<file path="src/rtl/hs32_xmem_pkg.sv">
// Shared definitions for the hs32_xmem external memory bridge: FSM states, rw encoding,
// the word returned by a timed-out read, and strobe counter sizing.
package hs32_xmem_pkg;

    typedef enum logic [2:0] {
        IDLE,
        SETUP,
        STROBE,
        HOLD,
        DONE
    } state_t;

    localparam logic        RW_READ  = 1'b0;
    localparam logic        RW_WRITE = 1'b1;
    localparam logic [31:0] ERR_WORD = 32'hFFFF_FFFF;

    // Counter must hold the larger of the wait and timeout limits, never fewer than 8 bits.
    function automatic int cntWidth(input int waitCycles, input int timeoutCycles);
        int maxVal;
        int w;
        maxVal = (waitCycles > timeoutCycles) ? waitCycles : timeoutCycles;
        w = 8;
        while (w < 31 && (1 << w) <= maxVal) begin
            w++;
        end
        return w;
    endfunction

endpackage

</file>
<file path="src/rtl/hs32_xmem_if.sv">
// CPU-side external bus of the hs32 core: one word request/response handshake.
// The core is the master; the memory bridge is the slave.
interface hs32_xmem_if;

    logic [31:0] addr;
    logic        rw;
    logic [31:0] dtw;
    logic [31:0] dtr;
    logic        valid;
    logic        ready;

    modport master (
        output addr,
        output rw,
        output dtw,
        output valid,
        input  dtr,
        input  ready
    );

    modport slave (
        input  addr,
        input  rw,
        input  dtw,
        input  valid,
        output dtr,
        output ready
    );

endinterface

</file>
<file path="src/rtl/hs32_xmem_wait.sv">
// Strobe length control: counts strobe cycles and decides when a half access may end.
// The forced timeout exit exists only when HS32_XMEM_TIMEOUT_EN is defined.
module hs32_xmem_wait
    import hs32_xmem_pkg::*;
#(
    parameter int WAIT    = 2,
    parameter int TIMEOUT = 255
) (
    input  logic clk,
    input  logic reset,
    input  logic active_i,
    input  logic xwait_i,
    output logic done_o,
    output logic tmo_o
);

    localparam int               CNT_W  = cntWidth(WAIT, TIMEOUT);
    localparam logic [CNT_W-1:0] WAIT_C = CNT_W'(WAIT);

    logic [CNT_W-1:0] count_q;
    logic [CNT_W-1:0] count_d;

    // Restart from zero outside the strobe; saturate so a long device stall cannot wrap.
    always_comb begin
        count_d = count_q;
        if (!active_i) begin
            count_d = '0;
        end else if (count_q != '1) begin
            count_d = count_q + CNT_W'(1);
        end
    end

    always_ff @(posedge clk) begin
        if (reset) begin
            count_q <= '0;
        end else begin
            count_q <= count_d;
        end
    end

`ifdef HS32_XMEM_TIMEOUT_EN
    localparam logic [CNT_W-1:0] TMO_LAST = CNT_W'(TIMEOUT - 1);

    assign tmo_o = active_i && (count_q >= TMO_LAST);
`else
    assign tmo_o = 1'b0;
`endif

    assign done_o = active_i && (((count_q >= WAIT_C) && !xwait_i) || tmo_o);

endmodule

</file>
<file path="src/rtl/hs32_xmem.sv">
// hs32 external memory bridge: each 32-bit CPU access becomes two 16-bit async-SRAM cycles,
// low half first. Define HS32_XMEM_TIMEOUT_EN to enable the strobe timeout and sticky err.
module hs32_xmem
    import hs32_xmem_pkg::*;
#(
    parameter int ADDR_W  = 20,
    parameter int WAIT    = 2,
    parameter int TIMEOUT = 255
) (
    input  logic              clk,
    input  logic              reset,
    hs32_xmem_if.slave        cpu,
    output logic [ADDR_W-1:0] xa,
    output logic [15:0]       xd_o,
    input  logic [15:0]       xd_i,
    output logic              xd_oe,
    output logic              xce_n,
    output logic              xoe_n,
    output logic              xwe_n,
    input  logic              xwait,
    output logic              err
);

    state_t              state_q;
    logic                hs_q;
    logic                rw_q;
    logic [ADDR_W-2:0]   addr_q;
    logic [15:0]         dtwHi_q;
    logic [31:0]         rdata_q;
    logic                tmoHit_q;
    logic [31:0]         dtr_q;
    logic                ready_q;
    logic [ADDR_W-1:0]   xa_q;
    logic [15:0]         xd_o_q;
    logic                xd_oe_q;
    logic                xce_n_q;
    logic                xoe_n_q;
    logic                xwe_n_q;

    logic                stbDone;
    logic                stbTmo;
    logic [31:0]         readWord_d;
    logic                unusedAddrBits;

    assign unusedAddrBits = ^{cpu.addr[31:ADDR_W+1], cpu.addr[1:0]};

    hs32_xmem_wait #(
        .WAIT    (WAIT),
        .TIMEOUT (TIMEOUT)
    ) u_wait (
        .clk      (clk),
        .reset    (reset),
        .active_i (state_q == STROBE),
        .xwait_i  (xwait),
        .done_o   (stbDone),
        .tmo_o    (stbTmo)
    );

    assign readWord_d = tmoHit_q ? ERR_WORD : rdata_q;

    // Pin registers are loaded on the edge entering each state so every output is registered.
    always_ff @(posedge clk) begin
        if (reset) begin
            state_q  <= IDLE;
            hs_q     <= 1'b0;
            rw_q     <= RW_READ;
            addr_q   <= '0;
            dtwHi_q  <= '0;
            rdata_q  <= '0;
            tmoHit_q <= 1'b0;
            dtr_q    <= '0;
            ready_q  <= 1'b0;
            xa_q     <= '0;
            xd_o_q   <= '0;
            xd_oe_q  <= 1'b0;
            xce_n_q  <= 1'b1;
            xoe_n_q  <= 1'b1;
            xwe_n_q  <= 1'b1;
        end else begin
            ready_q <= 1'b0;
            unique case (state_q)
                IDLE: begin
                    if (cpu.valid) begin
                        addr_q   <= cpu.addr[ADDR_W:2];
                        rw_q     <= cpu.rw;
                        dtwHi_q  <= cpu.dtw[31:16];
                        hs_q     <= 1'b0;
                        tmoHit_q <= 1'b0;
                        xa_q     <= {cpu.addr[ADDR_W:2], 1'b0};
                        xce_n_q  <= 1'b0;
                        xd_oe_q  <= (cpu.rw == RW_WRITE);
                        if (cpu.rw == RW_WRITE) begin
                            xd_o_q <= cpu.dtw[15:0];
                        end
                        state_q  <= SETUP;
                    end
                end
                SETUP: begin
                    xoe_n_q <= (rw_q != RW_READ);
                    xwe_n_q <= (rw_q != RW_WRITE);
                    state_q <= STROBE;
                end
                STROBE: begin
                    if (stbDone) begin
                        xoe_n_q <= 1'b1;
                        xwe_n_q <= 1'b1;
                        if (rw_q == RW_READ) begin
                            if (hs_q) begin
                                rdata_q[31:16] <= xd_i;
                            end else begin
                                rdata_q[15:0] <= xd_i;
                            end
                        end
                        if (stbTmo) begin
                            tmoHit_q <= 1'b1;
                        end
                        state_q <= HOLD;
                    end
                end
                HOLD: begin
                    if (!hs_q) begin
                        hs_q <= 1'b1;
                        xa_q <= {addr_q, 1'b1};
                        if (rw_q == RW_WRITE) begin
                            xd_o_q <= dtwHi_q;
                        end
                        state_q <= SETUP;
                    end else begin
                        ready_q <= 1'b1;
                        if (rw_q == RW_READ) begin
                            dtr_q <= readWord_d;
                        end
                        xce_n_q <= 1'b1;
                        xd_oe_q <= 1'b0;
                        state_q <= DONE;
                    end
                end
                DONE: begin
                    state_q <= IDLE;
                end
                default: begin
                    state_q <= IDLE;
                end
            endcase
        end
    end

`ifdef HS32_XMEM_TIMEOUT_EN
    logic err_q;

    // Sticky until reset so software can discover a stalled device after the fact.
    always_ff @(posedge clk) begin
        if (reset) begin
            err_q <= 1'b0;
        end else if (stbTmo) begin
            err_q <= 1'b1;
        end
    end

    assign err = err_q;
`else
    assign err = 1'b0;
`endif

    assign cpu.dtr   = dtr_q;
    assign cpu.ready = ready_q;
    assign xa        = xa_q;
    assign xd_o      = xd_o_q;
    assign xd_oe     = xd_oe_q;
    assign xce_n     = xce_n_q;
    assign xoe_n     = xoe_n_q;
    assign xwe_n     = xwe_n_q;

endmodule

</file>
<file path="src/flat_wrapper.sv">
// flat-port wrapper written by rule: the top's interface ports become plain ports
module hs32_xmem_flat import hs32_xmem_pkg::*;
#(
    parameter int ADDR_W  = 20,
    parameter int WAIT    = 2,
    parameter int TIMEOUT = 255
)
  (clk, reset, xa, xd_o, xd_i, xd_oe, xce_n, xoe_n, xwe_n, xwait, err, cpu_addr, cpu_rw, cpu_dtw, cpu_valid, cpu_dtr, cpu_ready);
  hs32_xmem_if cpu_i ();
  input  logic clk;
  input  logic reset;
  output logic [ADDR_W-1:0] xa;
  output logic [15:0] xd_o;
  input  logic [15:0] xd_i;
  output logic xd_oe;
  output logic xce_n;
  output logic xoe_n;
  output logic xwe_n;
  input  logic xwait;
  output logic err;
  input wire logic [$bits(cpu_i.addr)-1:0] cpu_addr;
  input wire logic [$bits(cpu_i.rw)-1:0] cpu_rw;
  input wire logic [$bits(cpu_i.dtw)-1:0] cpu_dtw;
  input wire logic [$bits(cpu_i.valid)-1:0] cpu_valid;
  output wire logic [$bits(cpu_i.dtr)-1:0] cpu_dtr;
  output wire logic [$bits(cpu_i.ready)-1:0] cpu_ready;
  assign cpu_i.addr = cpu_addr;
  assign cpu_i.rw = cpu_rw;
  assign cpu_i.dtw = cpu_dtw;
  assign cpu_i.valid = cpu_valid;
  assign cpu_dtr = cpu_i.dtr;
  assign cpu_ready = cpu_i.ready;
  hs32_xmem #(.ADDR_W(ADDR_W), .WAIT(WAIT), .TIMEOUT(TIMEOUT)) u_core (.clk(clk), .reset(reset), .cpu(cpu_i), .xa(xa), .xd_o(xd_o), .xd_i(xd_i), .xd_oe(xd_oe), .xce_n(xce_n), .xoe_n(xoe_n), .xwe_n(xwe_n), .xwait(xwait), .err(err));
endmodule
</file>
<file path="config.mk">
export PLATFORM = sky130hd
export DESIGN_NAME = hs32_xmem_flat
export DESIGN_NICKNAME = d
export VERILOG_FILES = /design/src/rtl/hs32_xmem_pkg.sv /design/src/rtl/hs32_xmem_if.sv /design/src/rtl/hs32_xmem_wait.sv /design/src/rtl/hs32_xmem.sv /design/src/flat_wrapper.sv
export SDC_FILE = /design/constraint.sdc
export NUM_CORES = 1
export LEC_CHECK = 0
export CAP_MARGIN = 40
export CORE_ASPECT_RATIO = 1.5
export CORE_UTILIZATION = 30
export CTS_CLUSTER_SIZE = 40
export DETAILED_ROUTE_END_ITERATION = 16
export GPL_ROUTABILITY_DRIVEN = 1
export GPL_TIMING_DRIVEN = 0
export SYNTH_ARGS = -nofsm -noshare
export SYNTH_HDL_FRONTEND = slang
export SYNTH_SLANG_ARGS = --single-unit
export TNS_END_PERCENT = 5
</file>
<file path="constraint.sdc">
create_clock -name clk -period 2 [get_ports clk]
set_clock_uncertainty 0.1 [all_clocks]
set_input_delay 0.5 -clock clk [delete_from_list [all_inputs] [get_ports clk]]
set_output_delay 0.5 -clock clk [all_outputs]
set_load 0.01 [all_outputs]
</file>
# == After elaboration in Yosys (flattened, before gate mapping) ==
# Index checks and enable logic that the tools add are counted.
# totals
output_inout_bits,74
word_cells,73
in_bits,85
register_bits,153
# op_classes
reduce_logical,18
n_mux,23
eq_ne,10
add_sub_neg,1
order_cmp,1
n_bitwise,4
# ops
cell,count
$mux 16,4
$mux 20,2
$pmux 20 s2,1
$pmux 16 s2,1
$pmux 3 s4,1
$pmux 1 s2,5
$mux 3,3
$reduce_and 3->1,3
$add 8x1->8 const B,1
$ge 8x2->1 const B,1
$ne 8x8->1 const B,1
$reduce_and 2->1,4
$reduce_and 4->1,2
$eq 3x2->1 const B,2
$mux 1,6
$ne 2x1->1 const B,3
$ne 2x2->1 const B,3
$reduce_and 5->1,1
$not 1->1,4
$reduce_bool 2->1,2
$reduce_or 2->1,2
$eq 3x1->1 const B,1
$logic_not 3->1,1
$logic_and 1x1->1,2
$logic_not 1->1,1

# == Logic depth before layout (Yosys ltp) ==
# logic_depth
word_depth,5
depth_mapped,7
mapped_depth_nobuf,6

# == Cells and area by module ==
# From an unflattened synthesis, not the netlist that was laid out.
# hier_totals
hier_cells,692
hier_area_um2,6018.3
# by_module_without_submodules
module,n_inst,cells_each,area_each_um2,seq_area_each_um2
hs32_xmem,1,642,5579.1,2922.8
hs32_xmem_wait,1,50,439.2,160.2

# == Worst setup path after synthesis ==
# OpenSTA, ideal clock, no wires.
# synth_path
path_type,input-to-reg
start,in xwait
end,reg u_core.rdata_q[21]
setup_slack_ns,0.020
t_required_ns,1.772
path_buffers,1
t_arrival_ns,1.752
setup_ns,0.128
cell_stages,5
path_cell_list,or3b_1 > a211oi_4 > buf_8 > mux2i_1 > nor2_1
# synth_between
elab_chain_cells,4
# synth_lines
item,line,text
"start, declared",flat_wrapper.sv:19,input logic xwait;
$logic_not 1->1,hs32_xmem_wait.sv:49,assign done_o = active_i && (((count_q >= WAIT_C) && !xwait_i) || tmo_o);
$logic_and 1x1->1 (2 in a row),hs32_xmem_wait.sv:49,
$reduce_and 4->1 (no source line),--,
"end signal, assigned",hs32_xmem.sv:109,rdata_q[31:16] <= xd_i;
"end, declared",hs32_xmem.sv:29,logic [31:0] rdata_q;
# No other way between the ends.
# A chain may end at the register's enable or synchronous reset.

# == Worst setup path in the final report ==
# layout_path
start,reg u_core.xa_q[4] (netlist: u_core.xa[4])
end,out xa[4]
# layout_rtl
item,line,text
"start, declared",hs32_xmem.sv:33,logic [ADDR_W-1:0] xa_q;
"start signal, assigned",hs32_xmem.sv:89,"xa_q <= {cpu.addr[ADDR_W:2], 1'b0};"
"start signal, assigned",hs32_xmem.sv:123,"xa_q <= {addr_q, 1'b1};"
"end, declared",flat_wrapper.sv:12,output logic [ADDR_W-1:0] xa;
# No word-level cell between the ends.

==> run summary <==
The power consumption is slightly above 0.009 W. The buffers plus inverters on the worst setup path is 1. The power per cell area came out at about 1100 mW/mm^2. The slowest stage of the critical path is the sky130_fd_sc_hd__clkdlybuf4s50_1 cell. The run finished with clean final reports. The shortest clock period the worst path allows after layout is 1.96 ns.

The H-tree depth came out at 4. The critical path data arrival time is 1.36 ns. Counting instances, the worst hold path has a depth of 3. The reg-to-reg setup timing slack came out at approximately 0.070 ns. The maximum number of buffers from clock root to sink came out at 2. The mean instance size in the synthesized netlist came out at 8.42 um^2. The most frequent cell after synthesis is sky130_fd_sc_hd__nand2_1. The wire length per cell after detailed routing is ~15 um. The start-to-end type of the worst setup path is reg2out. The count of final setup violators is 0. The sequential fraction of the synthesis area is 52.4%. The global router's overall resource usage is between 15 and 20%.

The max-cap violation count is 0. The worst setup path is launched from a register. The signed area change from the synthesized netlist to the final layout came out at 44.6%. The dominant delay contributor by cell family on the critical path is buffers and inverters. The final layout net count is 956. The wire-length estimate of the detail-placed layout is roughly 12000 um.

The via-per-instance ratio is about 4.6. CTS placed an instance of sky130_fd_sc_hd__clkbuf_16 at the clock tree root. The number of placement rows came out at 62.

The netlist area before placement is 0.00584 mm^2. The global-route wire length before repair came out at 25900 um. The top cell type's share of synthesized area is 52.4%. The maximum clock rate is 0.511 GHz.

The routability-driven placement congestion ratio came out at between 0.8 and 0.9. For the pin with the worst max-slew slack, the measured transition is between 0.5 and 0.6 ns. Clock-pin slew was measured on the worst setup and hold paths at around 0.060 ns. The distinct cell type count of the synthesized netlist is 40.

Buffers inserted during clock tree synthesis total 17. The analysis attributes to cell leakage a power of roughly 3.1 nW. The total number of yosys warnings came out at 0. Entering global routing, the biggest net connects 17 pins. For this design, the CTS-stage hold fixing added 0 buffers. The final critical path takes up 97.8% of the cycle. After the flow finishes, the layout carries non-filler instances totaling 1138. Port buffering added between 100 and 150 buffers. The layout cell share with drive strength beyond 1 is 11.2%. Summed over all instances, the cell type with the most area after synthesis is sky130_fd_sc_hd__dfxtp_1. The antenna violation net count after detailed routing is 0. The worst hold path terminates at u_core.rw_q. The routed layout has 5218 vias. The width of the die is roughly 120 um.

Once the floorplan was initialized, standard cells occupied a little under a third of the core. The category of the worst setup path capture point is an output port. The capturing point of the worst reg2reg path is u_core.rdata_q[19]. In this run the vertical extent of the chip is approximately 170 um.

The leading register cell type out of synthesis is sky130_fd_sc_hd__dfxtp_1. After detailed routing, the number of remaining DRC violations is 0. The worst pin sits at a relative slew slack of a little over 60%. The share of flip-flops with an asynchronous set or reset after synthesis came out at 0%. For this run the aggregate overflow at the end of global routing stands at 0.

The tightest min-delay check is of the in2reg type. Including well taps, the total number of placed cells is ~1100. The startpoint identified for the worst register-to-register timing path is u_core.state_q[0]. The number of antenna diodes in the final layout is 0. The number of hold violations in the final report came to 0. After detailed routing, the total wire length is 16700 um.

about 160 I/O pins were placed. The worst min-delay path startpoint is cpu_rw. The worst slack on hold paths came out at between 0.2 and 0.3 ns. The instance count of the mapped netlist came out at just under 700.

Counting flops with a built-in enable in the synthesized netlist gives 0. Setup repair after global routing could not meet its margin everywhere. When the netlist entered floorplanning its net count stood at about 780.

Walking the worst path, the cells encountered are clkdlybuf4s50_1. The number of global-route vias before repair came to about 4800. The clock network latency to the later pin of the worst-skew pair is roughly 0.42 ns. The detailed router finished its first iteration with 246 violations. The number of flip-flops and latches in the synthesized netlist came out at about 150. The number of sinks handled by clock tree synthesis came out at ~150. The maximum fanout along the worst path is 2. After synthesis, the most frequently instantiated cells are sky130_fd_sc_hd__nand2_1 (207), sky130_fd_sc_hd__dfxtp_1 (153), sky130_fd_sc_hd__nor2_1 (80). The worst voltage drop across the vdd grid came out at between 500 and 600 uV. The path depth of the worst reg2reg path is 7. The clock tree from TritonCTS is built. The required arrival time at the worst endpoint came out at between 1 and 1.5 ns. The number of pins with negative max-slew slack in the final report came to 0. The iteration count of the initial detailed-routing pass came out at 4. The initial antenna violation count is 0. The area of the core region is around 0.019 mm^2. After synthesis, the cell types taking the most area are sky130_fd_sc_hd__dfxtp_1 (52%), sky130_fd_sc_hd__nand2_1 (13%), sky130_fd_sc_hd__a21oi_1 (6.4%). The die outline area came out at 0.0200 mm^2. The delay of the slowest cell on the worst path came out at between 0.5 and 0.6 ns.
## registers in the layout (all words and copies together), names as in the netlist, 3 cells and up
name and flops:
u_core.cpu.dtr 32, u_core.xa 20, u_core.u_wait.count_q 8, u_core.dtwHi_q 16
u_core.xd_o 16, u_core.state_q 3, u_core.rdata_q 32, u_core.addr_q 19
## cell type report
class,instances,area [um^2]
Fill cell,1939,10600
Clock buffer,17,425
Sequential cell,153,3060
Multi-Input combinational cell,486,2550
Timing Repair Buffer,156,1560
Buffer,52,309
Tap cell,256,320
Inverter,3,11.3
Clock inverter,15,200
## repair_timing
| action | in CTS | in global routing |
|---|---|---|
| pin swaps | 3 | 9 |
| setup endpoints to repair | 130 | 117 |
| setup buffers | 5 | 6 |
| cloned | 0 | 1 |
| resized for setup | 29 | 32 |
## power breakdown
part           internal, W  switching [W]  leakage, nW
sequential         0.00339       0.000184         1.25
clock              0.00202        0.00142        0.307
combinational      0.00106        0.00111         1.52
## layout by cell type (no fill, tap or decap), drive strengths merged, types with 2 or more instances in the layout
cell type        n
a211oi           4
a21oi           75
a311oi          36
a31oi            2
and3             2
and4             2
buf             30
bufinv           3
clkbuf          51
clkdlybuf4s50  140
clkinv           2
dfxtp          153
dlymetal6s2s     4
ha               2
inv             12
mux2i           32
nand2          207
nand2b           4
nand3            3
nand4b           2
nor2            81
nor3            10
nor4             3
o21ai            3
or2              3
or3b             3
xnor2            3
## metrics by stage
step	setup WS (ns)	instance area [um^2]	TNS [ns]	util (%)
floorplan	0.0200	5840	0	-
global placement	-0.844	7600	-79.49	39.8
detailed placement	-0.802	7600	-78.64	39.8
CTS	-0.0258	8320	-0.141	43.6
global route	-0.0389	8450	-0.192	44.3
finish	0.0447	8450	0	44.3
## worst max path at each step
stage                       startpoint            endpoint  cells past startpoint
after floorplan                  xwait  u_core.rdata_q[21]                      5
after global placement           reset   u_core.cpu.dtr[3]                      5
after detailed placement         reset    u_core.addr_q[5]                      5
after CTS                    cpu_valid       u_core.xa[10]                      7
after global routing             reset    u_core.addr_q[5]                      5
final                     u_core.xa[4]               xa[4]                      1
## kinds of logic (layout without fill, tap and decap cells)
family / count (synthesis) / count (layout) / share of synthesized area [%]
fa+ha+maj: 2 / 2 / 0.428
simple gates: 324 / 324 / 22.7
compound gates: 123 / 123 / 13.8
xor+xnor: 4 / 4 / 0.600
mux: 32 / 32 / 5.48
flops: 153 / 153 / 52.4
buf+inv: 55 / 243 / 4.50
other cells: 1 / 1 / 0.0642
## metal layers
metal	GRT usage (%)	wire length, um	up-vias
met5	0	0	-
met2	29.8	8680	128
met3	4.56	786	18
met4	5.66	320	0
met1	20.0	6930	2394
li1	-	-	2678
No activity file was read; power rests on OpenSTA's default activity.
